===== src/rtl/outport_arbiter_if.sv =====
// Request/grant and flit-transfer signals between the inports and one outport arbiter.
// master = the arbiter side, slave = the inport/downstream side.
interface outport_arbiter_if #(
  parameter int PORTS = 5
);
  logic [PORTS-1:0] port_rqs;
  logic             credit_in;
  logic [PORTS-1:0] arb_ack;
  logic [2:0]       xbar_sel;
  logic             xfer_en;
  logic             busy;
  logic             credit_err;

  modport master (
    input  port_rqs, credit_in,
    output arb_ack, xbar_sel, xfer_en, busy, credit_err
  );

  modport slave (
    output port_rqs, credit_in,
    input  arb_ack, xbar_sel, xfer_en, busy, credit_err
  );
endinterface


===== src/rtl/outport_arbiter.sv =====
// Round-robin outport arbiter: grants one inport per packet, then moves its flits
// while downstream credits allow.
module outport_arbiter #(
  parameter int PORTS     = 5,
  parameter int PKT_FLITS = 4,
  parameter int BUF_DEPTH = 8
) (
  input logic               clk,
  input logic               rst,
  outport_arbiter_if.master arb
);
  localparam int PW = (PORTS > 1) ? $clog2(PORTS) : 1;

  typedef enum logic [1:0] {IDLE, ACK, XFER} state_t;

  state_t          state_q, state_d;
  logic [PW-1:0]   last_q, last_d;
  logic [PW-1:0]   winner_q, winner_d;
  logic [3:0]      flit_cnt_q, flit_cnt_d;
  logic [3:0]      credits_q, credits_d;
  logic            credit_err_q, credit_err_d;
  logic            xfer_en;
  logic [PW-1:0]   pick;
  logic            found;

  // Search last+1, last+2, ... ; iterating downward lets the nearest index win.
  always_comb begin
    int idx;
    idx   = 0;
    pick  = '0;
    found = 1'b0;
    for (int k = PORTS; k >= 1; k--) begin
      idx = (int'(last_q) + k) % PORTS;
      if (arb.port_rqs[idx]) begin
        pick  = PW'(idx);
        found = 1'b1;
      end
    end
  end

  assign xfer_en = (state_q == XFER) && (credits_q != '0);

  always_comb begin
    state_d      = state_q;
    last_d       = last_q;
    winner_d     = winner_q;
    flit_cnt_d   = flit_cnt_q;
    credits_d    = credits_q;
    credit_err_d = credit_err_q;
    case (state_q)
      IDLE: if (found) begin
        winner_d = pick;
        state_d  = ACK;
      end
      ACK: begin
        flit_cnt_d = 4'(PKT_FLITS);
        state_d    = XFER;
      end
      XFER: if (xfer_en) begin
        flit_cnt_d = flit_cnt_q - 4'd1;
        if (flit_cnt_q == 4'd1) begin
          state_d = IDLE;
          last_d  = winner_q;
        end
      end
      default: state_d = IDLE;
    endcase
    // A returned credit and a consumed one in the same cycle cancel out.
    if (xfer_en && !arb.credit_in) begin
      credits_d = credits_q - 4'd1;
    end else if (!xfer_en && arb.credit_in) begin
      if (credits_q == 4'(BUF_DEPTH)) credit_err_d = 1'b1;
      else                            credits_d    = credits_q + 4'd1;
    end
  end

  always_ff @(posedge clk or posedge rst) begin
    if (rst) begin
      state_q      <= IDLE;
      last_q       <= PW'(PORTS - 1);
      winner_q     <= '0;
      flit_cnt_q   <= '0;
      credits_q    <= 4'(BUF_DEPTH);
      credit_err_q <= 1'b0;
    end else begin
      state_q      <= state_d;
      last_q       <= last_d;
      winner_q     <= winner_d;
      flit_cnt_q   <= flit_cnt_d;
      credits_q    <= credits_d;
      credit_err_q <= credit_err_d;
    end
  end

  assign arb.arb_ack    = (state_q == ACK) ? (PORTS'(1) << winner_q) : '0;
  assign arb.xbar_sel   = 3'(winner_q);
  assign arb.xfer_en    = xfer_en;
  assign arb.busy       = (state_q != IDLE);
  assign arb.credit_err = credit_err_q;
endmodule

===== src/flat_wrapper.sv =====
// flat-port wrapper written by rule: the top's interface ports become plain ports
module outport_arbiter_flat 
#(
  parameter int PORTS     = 5,
  parameter int PKT_FLITS = 4,
  parameter int BUF_DEPTH = 8
)
  (clk, rst, arb_port_rqs, arb_credit_in, arb_arb_ack, arb_xbar_sel, arb_xfer_en, arb_busy, arb_credit_err);
  outport_arbiter_if #(.PORTS(PORTS)) arb_i ();
  input logic clk;
  input logic rst;
  input wire logic [$bits(arb_i.port_rqs)-1:0] arb_port_rqs;
  input wire logic [$bits(arb_i.credit_in)-1:0] arb_credit_in;
  output wire logic [$bits(arb_i.arb_ack)-1:0] arb_arb_ack;
  output wire logic [$bits(arb_i.xbar_sel)-1:0] arb_xbar_sel;
  output wire logic [$bits(arb_i.xfer_en)-1:0] arb_xfer_en;
  output wire logic [$bits(arb_i.busy)-1:0] arb_busy;
  output wire logic [$bits(arb_i.credit_err)-1:0] arb_credit_err;
  assign arb_i.port_rqs = arb_port_rqs;
  assign arb_i.credit_in = arb_credit_in;
  assign arb_arb_ack = arb_i.arb_ack;
  assign arb_xbar_sel = arb_i.xbar_sel;
  assign arb_xfer_en = arb_i.xfer_en;
  assign arb_busy = arb_i.busy;
  assign arb_credit_err = arb_i.credit_err;
  outport_arbiter #(.PORTS(PORTS), .PKT_FLITS(PKT_FLITS), .BUF_DEPTH(BUF_DEPTH)) u_core (.clk(clk), .rst(rst), .arb(arb_i));
endmodule

===== config.mk =====
export PLATFORM = sky130hd
export DESIGN_NAME = outport_arbiter_flat
export DESIGN_NICKNAME = d
export VERILOG_FILES = /design/src/rtl/outport_arbiter_if.sv /design/src/rtl/outport_arbiter.sv /design/src/flat_wrapper.sv
export SDC_FILE = /design/constraint.sdc
export NUM_CORES = 1
export LEC_CHECK = 0
export CORE_MARGIN = 2
export CORE_UTILIZATION = 50
export CTS_CLUSTER_DIAMETER = 50
export DETAILED_ROUTE_END_ITERATION = 16
export PLACE_DENSITY = 0.81
export SYNTH_ARGS = -nofsm -noshare
export SYNTH_HDL_FRONTEND = slang
export SYNTH_SLANG_ARGS = --single-unit

===== constraint.sdc =====
create_clock -name clk -period 6.1 [get_ports clk]
set_clock_uncertainty 0.15 [all_clocks]
set_input_delay 0.61 -clock clk [delete_from_list [all_inputs] [get_ports clk]]
set_output_delay 0.61 -clock clk [all_outputs]
set_load 0.005 [all_outputs]

# Yosys cells after proc, flatten, opt, wreduce, memory -nomap -nowiden
# Cells that the tools add are included.
dict set report word_totals {
  ff_bits 17
  input_bits 8
  out_inout_bits 11
  word_cells 85
}
dict set report op_classes {
  addsub 8
  div_mod_pow 5
  n_lt_le_gt_ge 5
  n_eq_ne 8
  shift 1
  muxes 35
  bitwise 1
  n_reduce_logical 16
}
# op n
set op_table {}
lappend op_table {{$lt A32 B5 Y1 const B} 5}
lappend op_table {{$mod A32 B4 Y32 const B} 5}
lappend op_table {{$mux W4} 4}
lappend op_table {{$bmux W1 S3} 5}
lappend op_table {{$mux W1} 15}
lappend op_table {{$mux W3} 5}
lappend op_table {{$reduce_and A3 Y1} 3}
lappend op_table {{$add A3 B2 Y4 const B} 2}
lappend op_table {{$add A3 B3 Y4 const B} 2}
lappend op_table {{$pmux W4 S2} 1}
lappend op_table {{$sub A4 B1 Y4 const B} 2}
lappend op_table {{$mux W2} 3}
lappend op_table {{$ne A2 B1 Y1 const B} 3}
lappend op_table {{$pmux W2 S3} 1}
lappend op_table {{$reduce_and A2 Y1} 3}
lappend op_table {{$reduce_bool A2 Y1} 3}
lappend op_table {{$mux W5} 1}
lappend op_table {{$shl A1 B3 Y5 const A} 1}
lappend op_table {{$add A3 B1 Y4 const B} 1}
lappend op_table {{$add A4 B1 Y4 const B} 1}
lappend op_table {{$eq A4 B1 Y1 const B} 1}
lappend op_table {{$eq A4 B4 Y1 const B} 1}
lappend op_table {{$reduce_bool A4 Y1} 1}
lappend op_table {{$logic_and A1 B1 Y1} 3}
lappend op_table {{other kinds (6)} 7}

# Logic depth before layout (Yosys ltp)
dict set report logic_depth {
  word_depth 12
  ltp_mapped 19
  ltp_nobuf 16
}

# Worst setup path before layout
# No wires, ideal clock.
dict set report synth_path {
  kind {register to register}
  startpoint {register u_core.last_q[0]}
  endpoint {register u_core.winner_q[1], in the netlist u_core.arb.xbar_sel[1]}
  setup_ps 82
  arrival_time_ps 4251
  required_time_ps 5868
  slack_ps 1617
  stages_incl_launch_ff 18
  n_path_buf 4
  synth_period_minus_slack_ps 4483
  path_cell_list {dfrtp_1 > buf_2 > inv_1 > clkbuf_1 > ha_1 > clkbuf_1 > buf_1 > o211ai_1 > ha_1 > nor2b_1 > nor2_1 > a211oi_1 > nor2_1 > a211oi_1 > a21oi_1 > o211ai_1 > nand3_1 > a31oi_1}
}
dict set report synth_via {
  elab_chain_cells 11
  word_cells_on_any_way 36
  cone_classes {5 x add/sub; 5 x div; 25 x mux; 1 x reduce/logical}
}
# element line_no
set synth_rtl {}
lappend synth_rtl {{start: declaration} outport_arbiter.sv:17} ;# logic [PW-1:0] last_q, last_d;
lappend synth_rtl {{start signal: assignment} outport_arbiter.sv:80} ;# last_q <= PW'(PORTS - 1);
lappend synth_rtl {{start signal: assignment} outport_arbiter.sv:87} ;# last_q <= last_d;
lappend synth_rtl {{$add A3 B3 Y4} outport_arbiter.sv:33} ;# idx = (int'(last_q) + k) % PORTS;
lappend synth_rtl {{$mod A32 B4 Y32} outport_arbiter.sv:33}
lappend synth_rtl {{$bmux W1 S3} outport_arbiter.sv:34} ;# if (arb.port_rqs[idx]) begin
lappend synth_rtl {{$mux W1 (implied by the code) (2 in a row)} outport_arbiter.sv:34}
lappend synth_rtl {{$mux W1 (5 in a row)} outport_arbiter.sv:34}
lappend synth_rtl {{$reduce_and A2 Y1 (no source line)} n/a}
lappend synth_rtl {{end signal: assignment} outport_arbiter.sv:88} ;# winner_q <= winner_d;
lappend synth_rtl {{end: declaration} outport_arbiter.sv:18} ;# logic [PW-1:0] winner_q, winner_d;
# Several ways; a longest one is shown, not always the timed one. The select of a mux whose other input is x is not followed.
# A chain may end at the register's enable or synchronous reset.

# Worst setup path in the final report
# Ends and elaborated chain as after synthesis.

==> impl_metrics.yaml <==
logic_synthesis:
  synth_edf_count: 0
  synth_xor_area_share_pct: 5.35
  ys_ff_latch: 17
  postSynthAreaPerCell_um2: 7.86
  async_flop_share_pct: 100
  synth_warnings: 0
  synth_top_family_by_area: "compound AO/OA/AOI/OAI gates"
  synth_top_area_cell: "dfrtp_1"
  synth-adder-area-share_pct: 12.3
  syn_nets: 405
  synth-compound-area-share_pct: 29.9
  yosys.area_share.simple_pct: 23.9
  synth_top_flop_cell: "dfrtp_1"
  synth_seq_area_share_pct: 14.8
  syn_area_um2: 2900
  netlist_top_cells_count: "nand2_1 (32), ha_1 (27), o21ai_0 (25)"
  muxShareOfSynthArea_pct: 7.59
  yosys.area.top_type_share_pct: 12.9
  synth.most_common_cell: "nand2_1"
  synth.distinct_cells: 78
  syn_inst: 369
  synth.area.top_cells: "dfrtp_1 (13%), ha_1 (12%), mux2i_1 (4.5%)"
grt:
  globalRouteOverflowTotal: 0
  grt_max_degree: 37
  track_usage_pct: 23.3
  antenna_found_initial: 0
  grt_pass1_wl_um: 12200
  grt_pass1_vias: 2547
routing:
  firstDrtPassIters: 5
  drc: 0
  ant_nets: 0
  wire_per_inst_um: 16.7
  wl_um: 7430
  vias: 2829
  drt_iter0_drc: 146
  drt-vias-per-instance: 6.36
timing:
  tns_ns: 0
  slew_headroom_pct: 48.8
  worst_hold_slack_ns: 0.324
  period_share_pct: 80.6
  final_hold_viol_count: 0
  drv_slew: 0
  setup_viol: 0
  layout_setup_ws_ns: 1.19
  period_needed_ns: 4.91
  worst_slew_pin_slew_ns: 0.763
  rsz0062_at_grt: "false"
  fmax_mhz: 203
worst_setup_path:
  worstSetupPathType: "reg2reg"
  critPathMaxFanout: 36
  cpMostUsedCell: "o211ai_1"
  critPathMaxStageDelay_ns: 0.67
  crit_start: "u_core.last_q[0]$_DFFE_PP0P_"
  worstRegToRegCells: 16
  rr_startpoint: "u_core.last_q[0]$_DFFE_PP0P_"
  cp_slowest_cell: "a211oi_1"
  crit_chain: "buf_4, inv_1, ha_1, buf_4, o211ai_1, o211ai_1, ha_1, nor2b_1, nor2_1, a211oi_1, nor2_1, a211oi_1, a21oi_1, o211ai_1, nand3_1, a31oi_1"
  crit_end: "u_core.arb.xbar_sel[1]$_DFFE_PP0P_"
  rrSetupSlack_ns: 1.19
  end_kind: "flip-flop"
  r2r_end: "u_core.arb.xbar_sel[1]$_DFFE_PP0P_"
  critPathArrivalTime_ns: 4.94
  startpoint_type: "flip-flop"
  critPathRequiredTime_ns: 6.12
layout:
  layout.nets: 410
  drive_above_1_share_pct: 9.38
  fin_util_pct: 56.8
  antenna_cells: 0
  syn_to_final_growth_pct: 8.58
floorplan:
  std_cell_rows: 27
  die-area_um2: 6430
  die_x_um: 80.2
  start_util_pct: 52.3
  core_um2: 5540
  num_io_pins: 19
  die_y_um: 80.2
hold_path:
  hp-class: "reg2reg"
  holdPathStages: 1
  hold_start: "u_core.arb.credit_err$_DFFE_PP0P_"
cts:
  clockBufferDepth: 2
  cts-root-buf: "clkbuf_8"
  cts-resized-gates: 0
  cts_sinks: 17
  cts_tree: "done"
  cts_made_buffers: 3
  clk_latency_ns: 0.25
  cts_setup_buffers: 0
  cts_hold_buf: 0
  h-tree-depth: 1
  path_clk_slew_ns: 0.07
place:
  gp_congestion: 0.914
  port_buffers: 18
  dpl.hpwl_um: 5480
  place_ws_ns: 1.32
run:
  max-cap-violations: 0
status:
  status: "finished clean"
cell usage in the layout (no fill, tap or decap), drive strengths merged, types with 6 or more instances in the layout:
cell type and count:
nor2 21, nand3 8, o21ai 25, a31oi 7
nor2b 6, nand2 32, a211oi 7, inv 23
nor3 9, o211ai 9, mux2i 13, ha 27
mux2 6, xnor2 13, clkdlybuf4s50 18, nand2b 15
a21oi 19, dfrtp 15
worst min path at each step:
stage                                              to  slack [ns]
floorplan           u_core.arb.credit_err$_DFFE_PP0P_        0.30
global placement    u_core.arb.credit_err$_DFFE_PP0P_        0.29
detailed placement  u_core.arb.credit_err$_DFFE_PP0P_        0.30
CTS                 u_core.arb.credit_err$_DFFE_PP0P_        0.32
global route        u_core.arb.credit_err$_DFFE_PP0P_        0.35
finish              u_core.arb.credit_err$_DFFE_PP0P_        0.32
per-stage QoR:
stage          instances  instance area, µm²
2_1_floorplan        369                2900
4_1_cts              445                3150
3_3_place_gp         441                3100
3_5_place_dp         441                3100
6_report             445                3150
5_1_grt              445                3150
worst max-delay path, delay by kind of cell, from the launching register on:
family	cells	cell delay (ns)
adder cells (fa/ha/maj)	2	0.70
AO/OA/AOI/OAI	7	2.15
buffers and inverters	3	1.01
flip-flops	1	0.35
AND/OR/NAND/NOR	4	0.47
metal layers:
metal | vias up | share of wire (%) | track usage, %
met3 | 12 | 5.8 | 3.71
met1 | 1342 | 46 | 32.9
met5 | - | 0 | 0
li1 | 1379 | - | -
met2 | 96 | 46 | 36.4
met4 | 0 | 2.4 | 7.29
area by class of cell:
type                            instances  area [µm²]
Inverter                               25        96.3
Multi-Input combinational cell        307        2290
Sequential cell                        17         428
Tap cell                               72        90.1
Clock inverter                          1        5.00
Fill cell                             532        2390
Clock buffer                            3        41.3
Timing Repair Buffer                   20         195
kinds of logic after synthesis:
kind of cell    after synthesis
buf+inv                      45
simple gates                129
compound gates              114
fa+ha+maj                    28
xor+xnor                     16
mux                          20
flops                        17
flip-flops by register name, indices dropped and copies added, names as in the netlist:
register	count
u_core.flit_cnt_q	4
u_core.state_q	2
u_core.credits_q	4
u_core.last_q	3
u_core.arb.credit_err	1
u_core.arb.xbar_sel	3
Power is not shown: default switching activity piles up to over one toggle a cycle in this logic, so the estimate is an artifact.
